===== src/rtl/usb_tx_frame_packer.sv =====
// usb_tx_frame_packer
//
// Packs an 8-bit pixel stream into framed, block-aligned byte bursts for the
// USB tx FIFO. Each frame becomes a 4-byte header (A5 5A id_lo id_hi), the
// FRAME_PIXELS pixel bytes, and zero padding up to a multiple of BLOCK_BYTES.
// A running count of bytes sitting in the FIFO drives the pipe-out
// block-ready indication.
//
// Ports:
//   clk, rst        sole clock; asynchronous active-high reset
//   enable          allows a new frame to start (looked at only in IDLE)
//   pix_data/valid/sof/ready   pixel stream handshake
//   fifo_din, fifo_wr_en, fifo_full   tx FIFO write side
//   blk_done        one block of BLOCK_BYTES was read out of the FIFO
//   tx_block_ready  at least one whole block is buffered
//   frame_id        id of the frame being packed or next to be packed
//   frame_done      one-cycle pulse after the last byte of a frame
//   sof_err         sticky: SOF seen on a beat other than the first
//   underflow_err   sticky: blk_done with less than a block outstanding
//
// state  | meaning
// IDLE   | waiting for SOF; non-SOF pixels are consumed and dropped
// HEADER | writing the 4 header bytes
// PIXELS | forwarding FRAME_PIXELS pixel bytes
// PAD    | writing 0x00 until the frame length is block aligned

module usb_tx_frame_packer #(
    parameter int FRAME_PIXELS = 102240,
    parameter int BLOCK_BYTES  = 1024,
    parameter int CNT_W        = 24
) (
    input  logic        clk,
    input  logic        rst,
    input  logic        enable,
    input  logic [7:0]  pix_data,
    input  logic        pix_valid,
    input  logic        pix_sof,
    output logic        pix_ready,
    output logic [7:0]  fifo_din,
    output logic        fifo_wr_en,
    input  logic        fifo_full,
    input  logic        blk_done,
    output logic        tx_block_ready,
    output logic [15:0] frame_id,
    output logic        frame_done,
    output logic        sof_err,
    output logic        underflow_err
);

    localparam int OFS_W = (BLOCK_BYTES > 1) ? $clog2(BLOCK_BYTES) : 1;
    localparam int PIX_W = $clog2(FRAME_PIXELS + 1);
    localparam logic [PIX_W-1:0] LAST_PIX  = PIX_W'(FRAME_PIXELS - 1);
    localparam logic [OFS_W-1:0] OFS_LAST  = OFS_W'(BLOCK_BYTES - 1);
    localparam logic [CNT_W-1:0] BLK_CNT   = CNT_W'(BLOCK_BYTES);

    typedef enum logic [1:0] {
        IDLE   = 2'd0,
        HEADER = 2'd1,
        PIXELS = 2'd2,
        PAD    = 2'd3
    } state_t;

    state_t             state_q;
    state_t             state_d;
    logic [1:0]         hdr_idx_q;
    logic [PIX_W-1:0]   pix_cnt_q;
    // Frame byte count modulo BLOCK_BYTES; BLOCK_BYTES is a power of two
    // so the natural wrap of this counter does the modulo.
    logic [OFS_W-1:0]   blk_ofs_q;
    logic [CNT_W-1:0]   out_cnt;
    logic [CNT_W-1:0]   out_cnt_inc;
    logic [15:0]        frame_id_q;
    logic               frame_done_q;
    logic               sof_err_q;
    logic               underflow_err_q;
    logic               wr;
    logic               done_set;

    always_ff @(posedge clk or posedge rst) begin
        if (rst) begin
            state_q <= IDLE;
        end else begin
            state_q <= state_d;
        end
    end

    always_comb begin
        state_d   = state_q;
        wr        = 1'b0;
        fifo_din  = 8'h00;
        pix_ready = 1'b0;
        done_set  = 1'b0;
        case (state_q)
            IDLE: begin
                pix_ready = enable && !pix_sof;
                // The SOF beat stays on the bus and becomes pixel 0.
                if (enable && pix_valid && pix_sof) begin
                    state_d = HEADER;
                end
            end
            HEADER: begin
                wr = !fifo_full;
                case (hdr_idx_q)
                    2'd0:    fifo_din = 8'hA5;
                    2'd1:    fifo_din = 8'h5A;
                    2'd2:    fifo_din = frame_id_q[7:0];
                    default: fifo_din = frame_id_q[15:8];
                endcase
                if (wr && hdr_idx_q == 2'd3) begin
                    state_d = PIXELS;
                end
            end
            PIXELS: begin
                pix_ready = !fifo_full;
                fifo_din  = pix_data;
                wr        = pix_valid && !fifo_full;
                if (wr && pix_cnt_q == LAST_PIX) begin
                    state_d = PAD;
                end
            end
            PAD: begin
                if (blk_ofs_q == '0) begin
                    // Already aligned on entry: nothing to pad.
                    done_set = 1'b1;
                    state_d  = IDLE;
                end else begin
                    wr = !fifo_full;
                    if (wr && blk_ofs_q == OFS_LAST) begin
                        done_set = 1'b1;
                        state_d  = IDLE;
                    end
                end
            end
            default: state_d = IDLE;
        endcase
    end

    assign fifo_wr_en  = wr;
    assign out_cnt_inc = out_cnt + {{(CNT_W-1){1'b0}}, wr};

    always_ff @(posedge clk or posedge rst) begin
        if (rst) begin
            hdr_idx_q       <= 2'd0;
            pix_cnt_q       <= '0;
            blk_ofs_q       <= '0;
            frame_id_q      <= 16'h0000;
            frame_done_q    <= 1'b0;
            sof_err_q       <= 1'b0;
            underflow_err_q <= 1'b0;
            out_cnt         <= '0;
        end else begin
            if (state_q == IDLE) begin
                hdr_idx_q <= 2'd0;
                pix_cnt_q <= '0;
                blk_ofs_q <= '0;
            end else begin
                if (state_q == HEADER && wr) begin
                    hdr_idx_q <= hdr_idx_q + 2'd1;
                end
                if (state_q == PIXELS && wr) begin
                    pix_cnt_q <= pix_cnt_q + 1'b1;
                end
                if (wr) begin
                    blk_ofs_q <= blk_ofs_q + 1'b1;
                end
            end

            // SOF is tolerated as data; only flagged.
            if (state_q == PIXELS && wr && pix_sof && pix_cnt_q != '0) begin
                sof_err_q <= 1'b1;
            end

            // Assigned every cycle so the id is always the registered copy.
            frame_id_q   <= done_set ? frame_id_q + 16'd1 : frame_id_q;
            frame_done_q <= done_set;

            // A same-cycle write counts before the block is taken away.
            if (blk_done) begin
                if (out_cnt_inc >= BLK_CNT) begin
                    out_cnt <= out_cnt_inc - BLK_CNT;
                end else begin
                    out_cnt         <= out_cnt_inc;
                    underflow_err_q <= 1'b1;
                end
            end else begin
                out_cnt <= out_cnt_inc;
            end
        end
    end

    assign tx_block_ready = (out_cnt >= BLK_CNT);
    assign frame_id       = frame_id_q;
    assign frame_done     = frame_done_q;
    assign sof_err        = sof_err_q;
    assign underflow_err  = underflow_err_q;

endmodule


===== config.mk =====
export PLATFORM = sky130hd
export DESIGN_NAME = usb_tx_frame_packer
export DESIGN_NICKNAME = d
export VERILOG_FILES = /design/src/rtl/usb_tx_frame_packer.sv
export SDC_FILE = /design/constraint.sdc
export NUM_CORES = 1
export LEC_CHECK = 0
export CAP_MARGIN = 20
export CORE_ASPECT_RATIO = 0.5
export CORE_MARGIN = 2
export CORE_UTILIZATION = 55
export CTS_CLUSTER_DIAMETER = 40
export DETAILED_ROUTE_END_ITERATION = 16
export GPL_ROUTABILITY_DRIVEN = 0
export HOLD_SLACK_MARGIN = 0.1
export PLACE_DENSITY_LB_ADDON = 0.25
export SETUP_SLACK_MARGIN = 0.4
export SLEW_MARGIN = 5
export SYNTH_ARGS = -nofsm -noshare
export SYNTH_HDL_FRONTEND = slang
export SYNTH_SLANG_ARGS = --single-unit

===== constraint.sdc =====
create_clock -name clk -period 11.6 [get_ports clk]
set_clock_uncertainty 0.2 [all_clocks]
set_input_delay 1.16 -clock clk [delete_from_list [all_inputs] [get_ports clk]]
set_output_delay 1.16 -clock clk [all_outputs]
set_load 0.005 [all_outputs]

==> impl_metrics.tcl, run 1 <==
set metrics [dict create \
    ios 45 \
    ctsResizeCount 0 \
    tritoncts "built" \
    hp-start "sof_err" \
    synthCells 487 \
    avgSynthCellArea_sq_um 9.29 \
    netlist.top_cell.by_area "dfrtp_1" \
    tightest_slew_ns 1.03 \
    dp_hpwl_um 6840 \
    instances_no_fill 645 \
    worstSetupPathType "in -> reg" \
    synth.most_common_cell "dfrtp_1" \
    crit_arrival_ns 5.78 \
    r2r_cells 15 \
    synth_area_sq_um 4520 \
    die_x_um 132 \
    setup_viol_count_final 0 \
    clk_latency_ns 0.34 \
    rsz0062_at_grt "no" \
    die_area_sq_um 9010 \
    peakVddDrop_mv 0.145 \
    syn2layout_area_growth_pct 18.8 \
    vias 3687 \
    synth_warnings 0 \
    num_rows 23 \
    routed_via_density 5.72 \
    firstDrtPassIters 5 \
    hold_violations 0 \
    use_met2 0.381 \
    synthDistinctLibCells 56 \
    clock_sinks 74 \
    synth_top_area_frac 0.409 \
    drive_above_1_share 0.0563 \
    finalPower_w 0.00111 \
    portBuffers 44 \
    p_sw_frac 0.370 \
    initial_core_util 0.566 \
    clk_pin_slew_ns 0.06 \
    min_path_cells 1 \
    core_area_sq_um 8000 \
    p_sw_w 0.000409 \
    synthTopCellsByArea "dfrtp_1 (41%), xnor2_1 (7.4%), xor2_1 (6.4%)" \
    gr-usage-all-layers 0.235 \
    drv_cap 0 \
    fmax_ghz 0.174 \
    crit-reg2reg-launch "state_q[0]" \
    hold_class "reg -> reg" \
    drv_slew 0 \
    wl_per_cell_um 15.4 \
    grt_antenna_before_repair 0 \
    p_int_w 0.000697 \
    gr-total-overflow 0 \
    top_usage_layer "met2" \
    reg2reg_to "out_cnt[13]" \
    p_per_area_nw_per_um2 206 \
    synth_nets 520 \
    drc_errors 0 \
    first_iter_violations 283 \
    cts_max_level 3 \
    dp_cells 629 \
    wl_um 9950 \
    grt_use_met1 0.316 \
    antenna_left 0 \
    grt_pass1_wl_um 16500 \
    outcome "completed" \
    slew_headroom 0.316 \
    crit_path_max_fanout 10 \
    hold_path_end "sof_err" \
    fp.dieH_um 68.1 \
    critPathLaunch "pix_valid" \
    cp-end-kind "flip-flop" \
    grt_max_degree 75 \
    async_flop_share 1.00 \
    synth_seq_area_share 0.409 \
    cts_setup_buffers 0 \
    cts_hold_buf 0 \
    fin_crit_sh 0.496 \
    cts-root-buf "clkbuf_16" \
    finalSetupTns_ns 0 \
    dpl-instance-area_sq_um 5050 \
    met3_usage 0.0615 \
    antenna-diode-count 0 \
    seqPwrFrac 0.353 \
    synthTopCellsByCount "dfrtp_1 (74), nor2_1 (49), xnor2_1 (38)" \
    crit_required_ns 11.62 \
    numCtsBuffers 9 \
    cts_buffer_depth 2 \
    rrSetupSlack_ns 6.24 \
    final_area_sq_um 5380 \
    p_comb_frac 0.371 \
    worstSetupStartpointType "input pin" \
    ys_ff_latch 74 \
    leakage_nw 2.33 \
    p_clk_frac 0.277 \
    fin_nets 561 \
    period_minus_slack_ns 5.76 \
    synth_edf_count 0 \
    synth_flop_cell "dfrtp_1" \
    grt_pass1_vias 3326 \
]
-- how the worst max path moves through the flow --
stage	to	slack [ns]	cells after the start
after floorplan	out_cnt[13]	6.63	14
after global routing	out_cnt[13]	5.46	14
after global placement	out_cnt[13]	5.61	14
final	out_cnt[13]	5.84	14
after detailed placement	out_cnt[13]	5.52	14
after CTS	out_cnt[13]	5.87	14
-- through the flow --
stage	utilization	worst slack, ns	hold slack [ns]
floorplan	-	6.63	0.260
global placement	0.632	5.61	0.260
detailed placement	0.632	5.52	0.264
CTS	0.672	5.87	0.277
global route	0.672	5.46	0.304
finish	0.672	5.84	0.272
-- state kept, by name, summed over array words and instances, names as in the netlist --
name           flops
frame_done         1
underflow_err      1
frame_id          16
out_cnt           24
state_q            2
hdr_idx_q          2
blk_ofs_q         10
sof_err            1
pix_cnt_q         17
-- layout by cell type, fill, tap and decap left out, types with 3 or more instances in the layout --
master / instances
a21oi_1: 20
a22oi_1: 8
a31oi_1: 6
and2_1: 6
and3_1: 17
and4_1: 4
clkbuf_16: 9
clkdlybuf4s50_1: 44
dfrtp_1: 74
ha_1: 18
inv_1: 18
inv_6: 3
mux2i_1: 4
nand2_1: 35
nand2b_1: 3
nand3_1: 25
nand3b_1: 3
nand4_1: 25
nor2_1: 49
nor2b_1: 12
nor3_1: 9
nor4_1: 8
o21ai_0: 14
or3_1: 4
or4_1: 3
xnor2_1: 38
xor2_1: 33
-- worst max-delay path: stages --
cell	delay (ns)
clkdlybuf4s50_1	0.52
nand2_1	0.07
a21oi_1	0.59
and2_1	0.28
ha_1	0.25
ha_1	0.30
nand4_4	0.17
nor4_4	0.52
xnor2_1	0.24
nand3b_1	0.19
or3b_1	0.39
or4_1	0.65
nor2b_1	0.20
mux2_2	0.25
-- power groups by stage --
stage                     registers [W]  clock network, W  logic [W]
final                          0.000390          0.000306   0.000410
after detailed placement       0.000391                 0   0.000404
after global placement         0.000391                 0   0.000398
after global routing           0.000399          0.000322   0.000454
after CTS                      0.000388          0.000313   0.000409
after floorplan                0.000369                 0   0.000282
-- area by class of cell --
| class | instances | area (sq um) |
|---|---|---|
| fill | 676 | 2620 |
| multi-input combinational | 378 | 2530 |
| sequential | 74 | 1850 |
| timing repair buffer | 46 | 455 |
| clock buffer | 9 | 225 |
| tap | 112 | 140 |
| clock inverter | 7 | 98.8 |
| inverter | 19 | 71.3 |
-- cell families after synthesis --
kind of cell	synth area share
AOI/OAI and AO/OA	0.0891
xor gates and xnor gates	0.137
adders and majority gates	0.0498
buffers and inverters	0.0307
DFF	0.409
muxes	0.0138
and+or+nand+nor	0.270
-- per-layer routing --
| layer | vias to the layer above | share of wire | routed length (um) |
|---|---|---|---|
| li1 | 1812 | - | - |
| met1 | 1779 | 0.49 | 4890 |
| met2 | 90 | 0.45 | 4500 |
| met3 | 6 | 0.046 | 460 |
| met4 | 0 | 0.010 | 100 |
| met5 | - | 0 | 0 |
(Power assumes the default switching activity.)
==> run 2: changes to the inputs <==
- clock period: 11.6 -> 5.6 ns (I/O delays scaled with it)
==> run 2 against run 1 <==
Cell count grew 0.16%. Via count up 2.0%. Sequential power up 110%. Combinational power rose by 110%. Count of clock-buffer cells in the layout is 3 higher. Utilization down 0.17 points. Register-to-register slack lost 5.4 ns.
==> impl_metrics.tcl, run 2 (synthesized netlist as in run 1, its figures left out) <==
set metrics [dict create \
    largest_reg_flops 24 \
    period_minus_slack_ns 4.79 \
    cts_setup_buffers 0 \
    core_area_sq_um 8000 \
    routed_via_density 5.82 \
    dpl-instance-area_sq_um 5060 \
    drv_cap 0 \
    wl_per_cell_um 15.4 \
    grt_max_degree 52 \
    cp-end-kind "flip-flop" \
    setup_viol_count_final 0 \
    num_rows 23 \
    drc_errors 0 \
    fin_nets 562 \
    drive_above_1_share 0.0581 \
    layout_common_cells "dfrtp_1 (74), nor2_1 (49), clkdlybuf4s50_1 (44)" \
    dp_hpwl_um 7060 \
    numCtsBuffers 9 \
    ios 45 \
    rrSetupSlack_ns 0.81 \
    instances_no_fill 646 \
    dp_cells 630 \
    leakage_nw 2.31 \
    wl_um 9920 \
    antenna_left 0 \
    outcome "completed" \
    syn2layout_area_growth_pct 18.5 \
    hold_class "reg -> reg" \
    initial_core_util 0.566 \
    finalSetupTns_ns 0 \
    die_area_sq_um 9010 \
    crit_arrival_ns 4.81 \
    clk_pin_slew_ns 0.06 \
    vias 3759 \
    hp-start "underflow_err" \
    worstSetupPathType "reg -> reg" \
    grt_pass1_wl_um 16500 \
    crit_path_max_fanout 12 \
    clock_sinks 74 \
    firstDrtPassIters 5 \
    cts_buffer_depth 2 \
    fin_crit_sh 0.855 \
    hold_ws_ns 0.281 \
    p_per_area_nw_per_um2 418 \
    critPathLaunch "state_q[0]" \
    r2r_cells 15 \
    cts_max_level 3 \
    drv_slew 0 \
    reg2reg_to "out_cnt[13]" \
    gr-total-overflow 0 \
    tightest_slew_ns 0.970 \
    final_area_sq_um 5360 \
    min_path_cells 1 \
    cts_hold_buf 0 \
    tritoncts "built" \
    antenna-diode-count 0 \
    die_x_um 132 \
    first_iter_violations 303 \
    hold_violations 0 \
    fp.dieH_um 68.1 \
    layout_commonest_cell "dfrtp_1" \
    gr-usage-all-layers 0.233 \
    portBuffers 44 \
    grt_antenna_before_repair 0 \
    slew_headroom 0.353 \
    crit-reg2reg-launch "state_q[0]" \
    grt_pass1_vias 3438 \
    peakVddDrop_mv 0.198 \
    hold_path_end "underflow_err" \
    rsz0062_at_grt "no" \
    clk_latency_ns 0.34 \
    worstSetupStartpointType "flip-flop" \
    fmax_ghz 0.209 \
    regMostFlops "out_cnt" \
    crit_required_ns 5.62 \
    cts-root-buf "clkbuf_16" \
]
-- run 2: changes by cell type in the layout (fill, tap and decap cells not counted), sizes merged --
cell    change
clkinv      +1
buf         +1
clkbuf      +3
inv         -3
bufinv      -1
-- run 2: power breakdown --
part | switching [W] | leakage, nW | internal (W) | total [W]
registers | 0.000166 | 0.980 | 0.000642 | 0.000808
clock network | 0.000222 | 0.143 | 0.000357 | 0.000579
logic | 0.000437 | 1.19 | 0.000415 | 0.000852
-- run 2: final cells by class --
cell class	instances	area, sq um
timing repair buffer	47	463
tap	112	140
multi-input combinational	378	2540
inverter	19	71.3
clock inverter	4	51.3
sequential	74	1850
clock buffer	12	246
fill	665	2640
-- run 2: timing repair --
item	in CTS	in global routing
endpoints found under the setup margin	0	1
gates resized for setup	0	2
endpoints found under the hold margin	0	0
-- run 2: how the worst max path moves through the flow --
| stage | endpoint | slack [ns] | cells past startpoint |
|---|---|---|---|
| 3_5_place_dp | out_cnt[13] | 0.58 | 14 |
| 6_report | out_cnt[13] | 0.81 | 15 |
| 3_3_place_gp | out_cnt[13] | 0.66 | 14 |
| 2_1_floorplan | out_cnt[13] | 1.06 | 17 |
| 4_1_cts | out_cnt[13] | 0.69 | 15 |
| 5_1_grt | out_cnt[13] | 0.44 | 15 |
-- run 2: layer usage --
layer  GRT usage  vias to the layer above  wire (um)  share of wire
met3      0.0607                       12        540          0.054
met1       0.308                     1826       4820           0.49
met2       0.381                      104       4450           0.45
met5           0                        -          0              0
met4      0.0780                        0        113          0.011
li1            -                     1817          -              -
-- run 2: worst max-delay path: stages, from the launching register on --
cell      delay (ns)
dfrtp_1         0.41
inv_1           0.10
ha_2            0.33
nand2_1         0.08
a21oi_1         0.17
and2_1          0.22
ha_1            0.25
ha_1            0.30
nand4_4         0.17
nor4_4          0.49
xnor2_1         0.23
nand3b_1        0.20
or3b_1          0.39
or4_1           0.66
nor2b_1         0.21
mux2_2          0.26
-- run 2: stage by stage --
stage | total power (W) | setup WS [ns] | util
4_1_cts | 0.00224 | 0.691 | 0.670
3_5_place_dp | 0.00165 | 0.576 | 0.632
3_3_place_gp | 0.00164 | 0.660 | 0.632
6_report | 0.00224 | 0.812 | 0.670
5_1_grt | 0.00239 | 0.440 | 0.670
2_1_floorplan | 0.00135 | 1.06 | -
==> run 3: changes to the inputs <==
- CORE_UTILIZATION: 55 -> 25
==> run 3 against run 2 <==
Sequential share of layout area fell by 1.0 points. Total power fell by 1.4%. Die area rose by 110%. Largest cell class unchanged.
==> impl_metrics.tcl, run 3 (synthesized netlist as in run 1, its figures left out) <==
set metrics [dict create \
    clock_sinks 74 \
    drive_above_1_share 0.0631 \
    grt_max_degree 48 \
    cts_max_level 3 \
    regMostFlops "out_cnt" \
    tritoncts "built" \
    tightest_slew_ns 0.559 \
    fp.dieH_um 99.1 \
    drc_errors 0 \
    clk_latency_ns 0.33 \
    setup_viol_count_final 0 \
    min_path_cells 1 \
    largest_reg_flops 24 \
    firstDrtPassIters 4 \
    n_fill_cell 1827 \
    gr-usage-all-layers 0.117 \
    drv_cap 0 \
    fmax_ghz 0.210 \
    wl_per_cell_um 14.0 \
    hold_ws_ns 0.271 \
    layout_common_cells "dfrtp_1 (74), nor2_1 (49), clkdlybuf4s50_1 (44)" \
    wl_um 10800 \
    cts_buffer_depth 2 \
    first_iter_violations 223 \
    numCtsBuffers 9 \
    ios 45 \
    finalSetupTns_ns 0 \
    crit_required_ns 5.63 \
    syn2layout_area_growth_pct 22.2 \
    rsz0062_at_grt "no" \
    pre_cts_ws_ns 0.549 \
    initial_core_util 0.258 \
    antenna-diode-count 0 \
    cts-root-buf "clkbuf_16" \
    cp-end-kind "flip-flop" \
    antenna_left 0 \
    routed_via_density 4.73 \
    fin_nets 567 \
    hold_violations 0 \
    hold_class "reg -> reg" \
    r2r_cells 15 \
    die_x_um 194 \
    drv_slew 0 \
    p_per_area_nw_per_um2 399 \
    leakage_nw 2.34 \
    peakVddDrop_mv 0.145 \
    grt_antenna_before_repair 0 \
    outcome "completed" \
    portBuffers 44 \
    postLayoutSetupSlackWorst_ns 0.838 \
    die_area_sq_um 19300 \
    grt_pass1_wl_um 18300 \
    layout_commonest_cell "dfrtp_1" \
    clk_pin_slew_ns 0.06 \
    dp_hpwl_um 7900 \
    fin_crit_sh 0.850 \
    num_rows 34 \
    vias 3655 \
    core_area_sq_um 17500 \
    worstSetupStartpointType "flip-flop" \
    crit_path_max_fanout 11 \
    grt_pass1_vias 3484 \
    gr-total-overflow 0 \
    final_area_sq_um 5530 \
    slew_headroom 0.622 \
    crit_arrival_ns 4.79 \
    worstSetupPathType "reg -> reg" \
    dpl-instance-area_sq_um 5240 \
    period_minus_slack_ns 4.76 \
]
run 3: cell types whose count changed in the layout (fill, tap and decap cells not counted), sizes merged:
cell / change
clkbuf: +1
buf: +5
bufinv: -1
clkinv: +1
clkinvlp: -1
run 3: per-layer routing:
metal,share of wire,GRT usage
met5,0,0
met4,0.0088,0.0315
met3,0.031,0.0268
met2,0.44,0.178
met1,0.52,0.168
run 3: power breakdown:
group          internal, W  switching (W)
logic             0.000418       0.000451
clock network     0.000310       0.000217
registers         0.000642       0.000170
run 3: area by class of cell:
cell class                      instances  area, sq um  area share
Inverter                               19         71.3      0.0129
Multi-Input combinational cell        378         2540       0.459
Clock inverter                          3         15.0     0.00271
Sequential cell                        74         1850       0.335
Timing Repair Buffer                   52          513      0.0928
Clock buffer                           13          250      0.0452
Tap cell                              234          293      0.0529
run 3: worst max-delay path: stages (launching register included):
cell,delay [ns]
dfrtp_1,0.40
inv_1,0.10
ha_2,0.33
a21oi_1,0.09
a21oi_1,0.18
and2_1,0.19
ha_1,0.24
ha_1,0.30
nand4_4,0.18
nor4_4,0.51
xnor2_1,0.24
nand3b_1,0.18
or3b_1,0.39
or4_1,0.66
nor2b_1,0.21
mux2_2,0.25
run 3: path summary, 6_finish.rpt:
kind | from | slack (ns) | endpoint
hold reg to reg | sof_err | 0.27 | sof_err
max in group asynchronous | rst | 4.03 | blk_ofs_q[0]
setup reg to reg | state_q[1] | 0.84 | out_cnt[13]
setup / recovery | state_q[1] | 0.84 | out_cnt[13]
min in group asynchronous | rst | 0.39 | frame_done
hold / removal | sof_err | 0.27 | sof_err
run 3: through the flow:
stage | cells | util | total power, W
floorplan | 487 | - | 0.00135
global placement | 756 | 0.299 | 0.00170
detailed placement | 756 | 0.299 | 0.00169
CTS | 772 | 0.314 | 0.00224
global route | 773 | 0.316 | 0.00239
finish | 773 | 0.316 | 0.00221
run 3: what timing repair did:
| item | in CTS | in global routing |
|---|---|---|
| setup endpoints to repair | 0 | 2 |
| hold buffers | 0 | 0 |
| resized for setup | 0 | 1 |
| setup buffers | 0 | 0 |
==> edit, RTL diff (settings of run 3) <==
Register the output `sof_err` once more, cleared by the reset; this adds one clock of latency there. The other outputs are not delayed to match.
--- a/src/rtl/usb_tx_frame_packer.sv
+++ b/src/rtl/usb_tx_frame_packer.sv
@@ -191,7 +191,13 @@
     assign tx_block_ready = (out_cnt >= BLK_CNT);
     assign frame_id       = frame_id_q;
     assign frame_done     = frame_done_q;
-    assign sof_err        = sof_err_q;
+    always_ff @(posedge clk or posedge rst) begin
+        if (rst) begin
+            sof_err <= '0;
+        end else begin
+            sof_err <= sof_err_q;
+        end
+    end
     assign underflow_err  = underflow_err_q;
 
 endmodule
Check against the original RTL: not equivalent (Yosys sat finds a counterexample within 10 cycles, from zero or initial values and one cycle with rst high).
==> edit against run 3 <==
  * Synthesized area rose by 1.7%
  * Critical path type unchanged
  * Non-clock buffer count fell by 5
  * Worst setup slack improved by 0.18 ns
  * Sequential cell count rose by 1
  * Power increased by 6.3%
  * Routed wire length up 2.5%
  * Final area is 1.8% higher
  * Worst hold slack worse by 0.084 ns
  * First-iteration DRC count decreased by 2.7%
  * Synthesized cell count is 4.5% higher
  * Final cell count rose by 2.1%
==> edit: results <==
[clock_network]
post_cts_resize_count = 0
worstSkewPairLatency_ns = 0.35
cts_sinks = 75

[worst_setup_path]
critPathSlowestCell = "ha_1"
path_max_fanout = 14
critPathTopFamily = "adder cells"
reg2reg_to = "out_cnt[17]"
r2r_cells = 20
slowest_delay_ns = 0.48
r2r_slack_ns = 1.01
arrival_ns = 4.61
cp-startpoint = "state_q[0]"

[grt]
grt_antenna_before_repair = 0
grt_pass1_vias = 3638
gr-usage-met1_pct = 15.7
grtUsageMet2_pct = 19.7
grt_pass1_wl_mm = 18.8
grt_max_degree = 76
grt_usage_pct = 12.0

[finish]
largestClassByArea = "multi-input gates"
clock_area_share_pct = 6.22
n_all_inverters = 24
multi_input_area_share_pct = 44.9
nonClkBufAreaFrac_pct = 8.58
multi_input_gates = 387
drive_gt1_share_pct = 6.19
fin_util_pct = 30.9
nets = 577
seq_area_um2 = 1880
fillCellCount = 1925
n_all_buffers = 47

[logic_synthesis]
synth_top_cells_by_count = "dfrtp_1 (75), nor2_1 (52), xnor2_1 (44)"
seq_area_frac_synth_pct = 40.8
yosysUniqueCellTypes = 62
syn_nets = 542
synth_area_leaders = "dfrtp_1 (41%), xnor2_1 (8.4%), ha_1 (4.9%)"

[sta]
worstMarginPinSlew_ns = 0.667

[pwr]
power_density_nw_per_um2 = 417
ir_drop_v = 0.000153
p_leak_uw = 0.00228

[min_path]
holdPathStages = 0
min_to = "sof_err"
hp-start = "sof_err_q"

[placed_design]
port_buffers = 44
place_area_um2 = 5250
dp_hpwl_mm = 7.86

[routing]
vias_per_cell = 4.70
wl_mm = 11.1
drtIter0Drc = 217

[outcome]
status = "completed"
## edit: metrics by stage
| stage | total power [uW] | hold WS [ns] | setup slack [ns] | std cells |
|---|---|---|---|---|
| final | 2350 | 0.187 | 1.01 | 789 |
| after global routing | 2520 | 0.218 | 0.596 | 789 |
| after CTS | 2380 | 0.189 | 0.948 | 788 |
| after detailed placement | 1670 | 0.172 | 0.898 | 772 |
| after global placement | 1670 | 0.175 | 1.04 | 772 |
| after floorplan | 1360 | 0.155 | 1.62 | 509 |
## edit: metal layers
metal  vias up  share of wire [%]
met1      1793                 50
met2        45                 46
li1       1852                  -
met5         -                  0
met4         0                1.9
met3        18                2.6
## edit: logic make-up (layout without fill, tap and decap cells)
kind of cell               Yosys count  in the layout  share of synthesized area [%]
and+or+nand+nor                    222            222                           25.7
AOI/OAI and AO/OA                   76             76                           10.7
xor gates and xnor gates            68             68                           12.9
adders and majority gates           18             18                           4.89
buffers and inverters               47             87                           4.27
DFF                                 75             75                           40.8
muxes                                3              3                          0.707
## edit: worst register-to-register path: stages, from the launching register on
cell and delay (ns):
dfrtp_1 0.41, inv_1 0.09, ha_1 0.48, a21oi_1 0.12
inv_1 0.09, o21ai_0 0.16, nor2_1 0.21, ha_1 0.25
ha_1 0.26, nand3_2 0.19, nor3_1 0.25, xnor2_1 0.13
inv_1 0.10, ha_1 0.15, nand2_1 0.05, a2111o_1 0.28
a221o_1 0.29, o211ai_1 0.18, nand3b_4 0.29, nand4_1 0.14
xnor2_1 0.16
## edit: power by group
part	switching (uW)	internal, uW
logic	441	397
clock network	252	439
registers	164	655
